File: config.mk
export PLATFORM = sky130hd
export DESIGN_NAME = masked_sbox_seq
export DESIGN_NICKNAME = d
export VERILOG_FILES = /design/src/rtl/masked_sbox_pkg.sv /design/src/rtl/masked_sbox_seq_affine.sv /design/src/rtl/masked_sbox_seq.sv
export SDC_FILE = /design/constraint.sdc
export NUM_CORES = 1
export LEC_CHECK = 0
export BUFFER_PORTS_ARGS = -buffer_cell sky130_fd_sc_hd__buf_2
export CORE_UTILIZATION = 45
export CTS_CLUSTER_SIZE = 14
export DETAILED_ROUTE_END_ITERATION = 7
export GPL_TIMING_DRIVEN = 0
export PLACE_DENSITY = 0.72
export SLEW_MARGIN = 20
export SYNTH_ARGS = -nofsm -noshare
export SYNTH_HDL_FRONTEND = slang
export SYNTH_HIERARCHICAL = 1
export SYNTH_SLANG_ARGS = --single-unit
File: constraint.sdc
create_clock -name clk -period 3 [get_ports clk]
set_input_delay 0.3 -clock clk [delete_from_list [all_inputs] [get_ports clk]]
set_output_delay 0.3 -clock clk [all_outputs]
set_load 0.02 [all_outputs]
File: src/rtl/masked_sbox_pkg.sv
// Shared types, constants and affine helpers for the masked S-box sequencer.
// Affine maps are linear per share; constants are applied to share 0 only.
package masked_sbox_pkg;

  localparam int LAT_DEF    = 4;
  localparam int NBYTES_DEF = 16;

  localparam logic [7:0] AFF_C_ENC = 8'h63;
  localparam logic [7:0] AFF_C_DEC = 8'h05;

  typedef enum logic [1:0] {
    IDLE,
    FEED,
    DRAIN,
    DONE
  } state_e;

  function automatic logic [7:0] rotl(
    input logic [7:0]  x,
    input int unsigned n
  );
    logic [15:0] t;
    t = {x, x} << n;
    return t[15:8];
  endfunction

  // Forward SubBytes matrix, no constant.
  function automatic logic [7:0] aff_fwd(input logic [7:0] x);
    return x ^ rotl(x, 1) ^ rotl(x, 2) ^ rotl(x, 3) ^ rotl(x, 4);
  endfunction

  // Inverse SubBytes matrix, no constant.
  function automatic logic [7:0] aff_inv(input logic [7:0] x);
    return rotl(x, 1) ^ rotl(x, 3) ^ rotl(x, 6);
  endfunction

endpackage

File: src/rtl/masked_sbox_seq_affine.sv
// Per-share AES affine map: forward or inverse matrix, optional constant.
// Purely combinational; one instance never sees more than one share.
module aes_affine_share
  import masked_sbox_pkg::*;
(
  input  logic [7:0] x,
  input  logic       inv,
  input  logic       cen,
  output logic [7:0] y
);

  logic [7:0] lin;
  logic [7:0] cst;

  // linear map, then the mode constant when enabled
  always_comb begin
    lin = inv ? aff_inv(x) : aff_fwd(x);
    cst = inv ? AFF_C_DEC : AFF_C_ENC;
    y   = cen ? (lin ^ cst) : lin;
  end

endmodule

File: src/rtl/masked_sbox_seq.sv
// Streams 16 two-share bytes through the masked inverse core and
// reassembles the results in issue order using a valid delay line.
module masked_sbox_seq
  import masked_sbox_pkg::*;
#(
  parameter int LAT    = LAT_DEF,
  parameter int NBYTES = NBYTES_DEF
) (
  input  logic                  clk,
  input  logic                  rst_n,
  input  logic                  start,
  input  logic                  dec,
  input  logic [8*NBYTES-1:0]   state_sh0,
  input  logic [8*NBYTES-1:0]   state_sh1,
  input  logic [11:0]           rnd_in,
  output logic [7:0]            core_a0,
  output logic [7:0]            core_a1,
  output logic [7:0]            core_guards,
  output logic [3:0]            core_random,
  output logic                  core_vld_o,
  input  logic [7:0]            core_v0,
  input  logic [7:0]            core_v1,
  output logic                  busy,
  output logic                  done,
  output logic [8*NBYTES-1:0]   out_sh0,
  output logic [8*NBYTES-1:0]   out_sh1
);

  localparam int W  = 8 * NBYTES;
  localparam int IW = $clog2(NBYTES);
  localparam int CW = $clog2(NBYTES + 1);
  localparam logic [IW-1:0] ILAST = IW'(NBYTES - 1);
  localparam logic [CW-1:0] CLAST = CW'(NBYTES - 1);

  state_e state_q, state_d;

  logic [IW-1:0]  iss_q, iss_d, iss_nxt;
  logic [CW-1:0]  cap_q, cap_d;
  logic [LAT-1:0] pipe_q, pipe_d;
  logic           dec_q, dec_d;
  logic [W-1:0]   sh0_q, sh0_d;
  logic [W-1:0]   sh1_q, sh1_d;
  logic [W-1:0]   out0_q, out0_d;
  logic [W-1:0]   out1_q, out1_d;
  logic [7:0]     a0_q, a0_d;
  logic [7:0]     a1_q, a1_d;
  logic [7:0]     g_q, g_d;
  logic [3:0]     r_q, r_d;
  logic           vld_q, vld_d;

  logic       accept;
  logic       tail;
  logic       iss_dec;
  logic [7:0] iss_b0, iss_b1;
  logic [7:0] iss_f0, iss_f1;
  logic [7:0] cap_f0, cap_f1;
  logic [7:0] cap_b0, cap_b1;

  assign accept  = (state_q == IDLE) && start;
  assign tail    = pipe_q[LAT-1];
  assign iss_nxt = iss_q + IW'(1);

  // byte 0 comes straight from the ports so it is on the core one
  // cycle after start; later bytes come from the latched state
  always_comb begin
    if (accept) begin
      iss_b0  = state_sh0[7:0];
      iss_b1  = state_sh1[7:0];
      iss_dec = dec;
    end else begin
      iss_b0  = sh0_q[{iss_nxt, 3'b000} +: 8];
      iss_b1  = sh1_q[{iss_nxt, 3'b000} +: 8];
      iss_dec = dec_q;
    end
  end

  aes_affine_share u_iss0 (
    .x   (iss_b0),
    .inv (1'b1),
    .cen (1'b1),
    .y   (iss_f0)
  );

  aes_affine_share u_iss1 (
    .x   (iss_b1),
    .inv (1'b1),
    .cen (1'b0),
    .y   (iss_f1)
  );

  aes_affine_share u_cap0 (
    .x   (core_v0),
    .inv (1'b0),
    .cen (1'b1),
    .y   (cap_f0)
  );

  aes_affine_share u_cap1 (
    .x   (core_v1),
    .inv (1'b0),
    .cen (1'b0),
    .y   (cap_f1)
  );

  assign cap_b0 = dec_q ? core_v0 : cap_f0;
  assign cap_b1 = dec_q ? core_v1 : cap_f1;

  // issue, valid delay line and in-order capture
  always_comb begin
    iss_d  = iss_q;
    cap_d  = cap_q;
    dec_d  = dec_q;
    sh0_d  = sh0_q;
    sh1_d  = sh1_q;
    out0_d = out0_q;
    out1_d = out1_q;
    a0_d   = a0_q;
    a1_d   = a1_q;
    g_d    = g_q;
    r_d    = r_q;
    vld_d  = 1'b0;
    pipe_d = {pipe_q[LAT-2:0], vld_q};

    if (accept) begin
      dec_d = dec;
      sh0_d = state_sh0;
      sh1_d = state_sh1;
      iss_d = '0;
      cap_d = '0;
    end

    if (accept || (state_q == FEED && iss_q != ILAST)) begin
      a0_d  = iss_dec ? iss_f0 : iss_b0;
      a1_d  = iss_dec ? iss_f1 : iss_b1;
      g_d   = rnd_in[7:0];
      r_d   = rnd_in[11:8];
      vld_d = 1'b1;
      if (!accept) begin
        iss_d = iss_nxt;
      end
    end

    if (tail) begin
      out0_d[{cap_q[IW-1:0], 3'b000} +: 8] = cap_b0;
      out1_d[{cap_q[IW-1:0], 3'b000} +: 8] = cap_b1;
      cap_d = cap_q + CW'(1);
    end
  end

  // next state; DONE is entered on the edge of the final capture
  always_comb begin
    state_d = state_q;
    unique case (state_q)
      IDLE:    if (start) state_d = FEED;
      FEED:    if (iss_q == ILAST) state_d = DRAIN;
      DRAIN:   if (tail && cap_q == CLAST) state_d = DONE;
      DONE:    state_d = IDLE;
      default: state_d = IDLE;
    endcase
  end

  // status outputs decoded from the state
  always_comb begin
    busy = (state_q == FEED) || (state_q == DRAIN);
    done = (state_q == DONE);
  end

  // state and datapath registers
  always_ff @(posedge clk or negedge rst_n) begin
    if (!rst_n) begin
      state_q <= IDLE;
      iss_q   <= '0;
      cap_q   <= '0;
      pipe_q  <= '0;
      dec_q   <= 1'b0;
      sh0_q   <= '0;
      sh1_q   <= '0;
      out0_q  <= '0;
      out1_q  <= '0;
      a0_q    <= '0;
      a1_q    <= '0;
      g_q     <= '0;
      r_q     <= '0;
      vld_q   <= 1'b0;
    end else begin
      state_q <= state_d;
      iss_q   <= iss_d;
      cap_q   <= cap_d;
      pipe_q  <= pipe_d;
      dec_q   <= dec_d;
      sh0_q   <= sh0_d;
      sh1_q   <= sh1_d;
      out0_q  <= out0_d;
      out1_q  <= out1_d;
      a0_q    <= a0_d;
      a1_q    <= a1_d;
      g_q     <= g_d;
      r_q     <= r_d;
      vld_q   <= vld_d;
    end
  end

  assign core_a0     = a0_q;
  assign core_a1     = a1_q;
  assign core_guards = g_q;
  assign core_random = r_q;
  assign core_vld_o  = vld_q;
  assign out_sh0     = out0_q;
  assign out_sh1     = out1_q;

endmodule

# After elaboration in Yosys (flattened, before gate mapping)
# Cells that the tools add are included.
dict set report totals {
  regBits 557
  in_bits 288
  output_inout_bits 287
  elab_cells 72
}
dict set report classes {
  add_sub_neg 3
  eq_ne 9
  n_shift 5
  n_mux 19
  bitwise_logic 14
  n_reduce_logical 8
}
# cell n
set ops {}
lappend ops {{$bwmux 128} 2}
lappend ops {{$shiftx 128x8->8} 2}
lappend ops {{$shiftx 8x9->128} 2}
lappend ops {{$shift 8x9->128 const A} 1}
lappend ops {{$xor 8x8->8} 12}
lappend ops {{$mux 8} 6}
lappend ops {{$mux 4} 3}
lappend ops {{$mux 5} 2}
lappend ops {{$neg 7->9} 1}
lappend ops {{$pmux 2 s4} 1}
lappend ops {{$mux 2} 3}
lappend ops {{$add 5x1->5 const B} 1}
lappend ops {{$eq 5x4->1 const B} 1}
lappend ops {{$add 4x1->4 const B} 1}
lappend ops {{$eq 2x2->1 const B} 2}
lappend ops {{$eq 4x4->1 const B} 1}
lappend ops {{$ne 2x2->1 const B} 2}
lappend ops {{$ne 4x4->1 const B} 1}
lappend ops {{$not 4->4} 1}
lappend ops {{$logic_and 1x1->1} 3}
lappend ops {{$reduce_and 3->1} 1}
lappend ops {{$eq 2x1->1 const B} 1}
lappend ops {{$logic_not 2->1} 1}
lappend ops {{$logic_or 1x1->1} 2}
lappend ops {{4 further kinds} 5}

# Depth between registers and ports, before layout
dict set report depth {
  word_depth 8
  depth_mapped 15
  ltp_nobuf 13
}

# Cells and area by module
# Netlist, hierarchy kept.
# mod instances cells_per_inst area_per_inst_um2 seq_area_each_um2
set by_module_without_submodules {}
lappend by_module_without_submodules {masked_sbox_seq 1 2522 23677.7 13938.4}
lappend by_module_without_submodules {aes_affine_share 4 40 379.1 0.0}

# Least setup slack after synthesis
# OpenSTA, ideal clock, no wires.
dict set report synth_timing {
  path_kind {reg-to-reg}
  from {reg iss_q[1]}
  to {reg a1_q[2] (netlist: core_a1[2])}
  setup_ns 0.126
  t_arrival_ns 2.667
  required_ns 2.874
  path_slack_ns 0.207
  path_stages_with_launch 14
  path_buffers 2
  period_less_slack_ns 2.793
  path_cell_list {dfrtp_1 ha_1 xnor2_1 clkbuf_1 nand3_1 nand4_1 o221ai_1 buf_2 xnor2_2 xnor2_1 mux2i_1 xnor2_1 o21ai_0 a2bb2oi_1}
}
dict set report synth_between {
  elab_chain_cells 6
  elab_cells_between_ends 9
  cone_classes {add/sub (1); eq/ne (1); shift (1); mux (2); bitwise (2); reduce/logical (2)}
}
# element line
set synth_lines {}
lappend synth_lines {{start: declaration} masked_sbox_seq.sv:37} ;# logic [IW-1:0] iss_q, iss_d, iss_nxt;
lappend synth_lines {{start signal: assignment} masked_sbox_seq.sv:187} ;# iss_q <= iss_d;
lappend synth_lines {{$add 4x1->4} masked_sbox_seq.sv:61} ;# assign iss_nxt = iss_q + IW'(1);
lappend synth_lines {{$shiftx 128x8->8} masked_sbox_seq.sv:72} ;# iss_b1 = sh1_q[{iss_nxt, 3'b000} +: 8];
lappend synth_lines {{$mux 8} masked_sbox_seq.sv:66} ;# if (accept) begin
lappend synth_lines {{net iss_b1[7]} masked_sbox_seq.sv:54} ;# logic [7:0] iss_b0, iss_b1;
lappend synth_lines {{$xor 8x8->8 (2 in series)} masked_sbox_pkg.sv:34} ;# return rotl(x, 1) ^ rotl(x, 3) ^ rotl(x, 6);
lappend synth_lines {{net iss_f1[2]} masked_sbox_seq.sv:55} ;# logic [7:0] iss_f0, iss_f1;
lappend synth_lines {{$mux 8} masked_sbox_seq.sv:134} ;# a1_d = iss_dec ? iss_f1 : iss_b1;
lappend synth_lines {{end signal: assignment} masked_sbox_seq.sv:181} ;# a1_q <= '0;
lappend synth_lines {{end signal: assignment} masked_sbox_seq.sv:196} ;# a1_q <= a1_d;
lappend synth_lines {{end: declaration} masked_sbox_seq.sv:46} ;# logic [7:0] a1_q, a1_d;
# The timed path passes the listed nets, and every way through them passes these cells.
# A chain may end at the register's enable or synchronous reset.

# Worst setup path after layout
dict set report layout_timing {
  from {reg dec_q}
  to {reg out1_q[22] (netlist: out_sh1[22])}
}
dict set report layout_between {
  elab_chain_cells 3
}
# element line
set layout_lines {}
lappend layout_lines {{start: declaration} masked_sbox_seq.sv:40} ;# logic dec_q, dec_d;
lappend layout_lines {{start signal: assignment} masked_sbox_seq.sv:175} ;# dec_q <= 1'b0;
lappend layout_lines {{start signal: assignment} masked_sbox_seq.sv:190} ;# dec_q <= dec_d;
lappend layout_lines {{$mux 8} masked_sbox_seq.sv:106} ;# assign cap_b1 = dec_q ? core_v1 : cap_f1;
lappend layout_lines {{$shiftx 8x9->128} masked_sbox_seq.sv:145} ;# out1_d[{cap_q[IW-1:0], 3'b000} +: 8] = cap_b1;
lappend layout_lines {{$bwmux 128} masked_sbox_seq.sv:145}
lappend layout_lines {{end signal: assignment} masked_sbox_seq.sv:194} ;# out1_q <= out1_d;
lappend layout_lines {{end: declaration} masked_sbox_seq.sv:44} ;# logic [W-1:0] out1_q, out1_d;
# Every way passes these cells.

==> results_dict.tcl <==
set metrics [dict create \
    status "finished, final reports clean" \
    period_needed_ps 2988 \
    die_w_um 238.6 \
    final_cell_mix "1,014 x nand2_1, 594 x buf_2, 555 x dfrtp_1" \
    path_common_cell "buf_2" \
    antenna_found_initial 8 \
    yosys.area.top_type "dfrtp_1" \
    dr.first_iter.drc_count 2082 \
    critPathKind "register to register" \
    row_count 86 \
    grt_pass1_wl_um 145200 \
    cts.reportedPaths.clkPinSlew_ps 60 \
    vias 24054 \
    io_pins 575 \
    place_hpwl_um 66880 \
    hp-class "input port to register" \
    min_from "start" \
    nFillCells 4366 \
    slowest_stage "mux2i_1" \
    crit-reg2reg-launch "dec_q" \
    clock_latency_ps 640 \
    synth_cell_types 43 \
    gp_congestion 0.9686 \
    avgSynthCellArea_um2 9.394 \
    clockRootBuffer "clkbuf_16" \
    numCtsBuffers 57 \
    synth_async_sr_flop_share_pct 100.0 \
    htreeDepth 2 \
    setup_violations 0 \
    pre_cts_slack_ps -909.9 \
    cp_cell_sequence "buf_2, buf_2, mux2i_1, clkbuf_1, o21ai_0" \
    cts_tree "yes" \
    ys_ff_latch 557 \
    tns_ps 0 \
    clock_skew_ps 35.51 \
    drv_cap 0 \
    grt_util_met1_pct 39.17 \
    wirelength_um 98560 \
    grtUsageMet3_pct 7.956 \
    start_kind "register" \
    cts_buffer_depth 3 \
    synth.yosys.warnings 6 \
    drt_pass1_iterations 6 \
    netSwitchingPower_w 0.02007 \
    startpoint "dec_q" \
    yosysSeqAreaShare_pct 55.32 \
    cellLeakagePower_nw 17.27 \
    arrival_ps 3430 \
    final_util_pct 62.21 \
    drc 0 \
    setup.worst_path.end_class "register" \
    die_h_um 238.6 \
    rsz0062_at_grt "true" \
    drive_gt1_share_pct 23.67 \
    grt.overflow.total 0 \
    fin_crit_sh_pct 99.59 \
    initial_utilization_pct 45.64 \
    grt_use_total_pct 34.12 \
    nNetsFinal 3909 \
    setup_ws_ps 12.21 \
    cpPeakStageDelay_ps 970 \
    syn_to_final_growth_pct 36.30 \
    synth_area_leaders "dfrtp_1 55%, nand2_1 15%, mux2i_1 7.1%" \
    ir_drop_v 0.0007785 \
    power_frac_seq_pct 29.5 \
    mostFrequentLayoutCell "nand2_1" \
    synth-edff-count 0 \
    yosys.area.top_type_share_pct 55.32 \
    worstMarginPinSlew_ps 1136 \
    clock.fmax_ghz 0.3347 \
    grt_pass1_vias 24078 \
    grt_use_met2_pct 57.68 \
    finalMaxSlewViolations 0 \
    via_per_inst 5.457 \
    crit_fanout 10 \
    netlist_instances 2682 \
    postRouteAntennaNets 0 \
    p_per_area_nw_per_um2 1277 \
    die-area_um2 56940 \
    p_int_w 0.02379 \
    swShare_pct 45.76 \
    clock_sinks 557 \
    coreArea_um2 55200 \
    synth_area_um2 25190 \
    critPathRequiredTime_ps 3440 \
    grt_max_degree 100 \
    max_slew_margin_pct 22.10 \
    hold_viol 0 \
    clock_power_share_pct 16.5 \
    synthFlopType "dfrtp_1" \
    top_usage_layer "met2" \
    p_comb_share_pct 54.1 \
    wl_per_cell_um 22.36 \
    port_buffers 574 \
]
==> layer usage <==
| layer | routed length [um] | share of wire, % |
|---|---|---|
| met1 | 35310 | 36 |
| met5 | 23 | 0.023 |
| met4 | 6655 | 6.8 |
| met2 | 47870 | 49 |
| met3 | 8693 | 8.8 |
==> final cells by class <==
cell class | instances | area (um2) | share of cell area, %
diodes | 6 | 15.01 | 0.04372
plain buffers | 189 | 948.4 | 2.762
clock buffers | 81 | 1648 | 4.799
clock inverters | 22 | 217.7 | 0.6340
inverters | 11 | 41.29 | 0.1202
multi-input cells | 1938 | 10830 | 31.52
flip-flops and latches | 557 | 13940 | 40.60
well taps | 748 | 935.9 | 2.725
repair buffers | 856 | 5768 | 16.80
==> state kept, by name (all words and copies together) (netlist names) <==
register	flops
sh1_q	128
iss_q	4
core_guards	8
core_vld_o	1
state_q	2
core_a1	8
core_random	4
cap_q	5
out_sh0	128
dec_q	1
out_sh1	128
pipe_q	4
core_a0	8
sh0_q	128
==> cell usage after synthesis, types with 15 or more instances <==
cell	n
buf_2	40
buf_1	15
dfrtp_1	557
clkbuf_1	135
o21ai_0	167
nor2_1	61
mux2_2	48
o31ai_1	31
xor2_1	39
mux2i_1	179
a21oi_1	37
nand4_1	37
nand3_1	131
xnor2_1	69
nand2_1	1018
==> worst max-delay path: cells and delay by family (launching register included) <==
kind	cells	cell delay (ps)
AOI/OAI and AO/OA	1	210
buffers and inverters	3	1270
DFF	1	320
muxes	1	970
==> repair_timing <==
action                     4_1_cts  5_1_grt
gates resized for setup         77       80
hold endpoints to repair       355        0
setup endpoints to repair      192      102
cloned                           0        0
pin swaps                        3        4
hold buffers                   267        0
setup buffers                    5        5
==> logic make-up (layout without fill, tap and decap cells) <==
logic type               Yosys count  count (layout)  share of synthesized area, %
other                              2              22                       0.02981
multiplexers                     227             227                         9.257
adder cells (fa/ha/maj)           11              11                        0.5463
buffers and inverters            201            1159                         3.193
AND/OR/NAND/NOR                 1284            1284                         20.53
XOR/XNOR                         124             124                         4.787
flip-flops                       557             557                         55.32
AO/OA/AOI/OAI                    276             276                         6.332
==> per-stage QoR <==
step	instances	hold WS [ps]	total power, W	cell area (um2)
final	4408	63.81	0.04385	34340
after global routing	4407	61.78	0.04625	34340
after CTS	4397	19.89	0.04253	34000
after detailed placement	4023	337.8	0.03458	29200
after global placement	4018	335.7	0.03420	29060
after floorplan	2696	4.409	0.02725	25250
==> worst paths after layout <==
path                               end  slack, ps  cells after the start
setup / recovery           out_sh1[22]         10                      5
hold / removal              state_q[0]         60                      4
setup reg to reg           out_sh1[22]         10                      5
hold reg to reg              pipe_q[1]        350                      0
max in group asynchronous  out_sh0[86]       1220                      4
min in group asynchronous    sh0_q[46]        290                      2
==> power groups by stage <==
| stage | Clock, W | Combinational [W] | Sequential [W] |
|---|---|---|---|
| final | 0.00722 | 0.0237 | 0.0129 |
| after global routing | 0.00753 | 0.0255 | 0.0132 |
| after CTS | 0.00724 | 0.0225 | 0.0127 |
| after detailed placement | 0 | 0.0218 | 0.0128 |
| after global placement | 0 | 0.0215 | 0.0127 |
| after floorplan | 0 | 0.0128 | 0.0145 |
No activity file was read; power rests on OpenSTA's default activity.
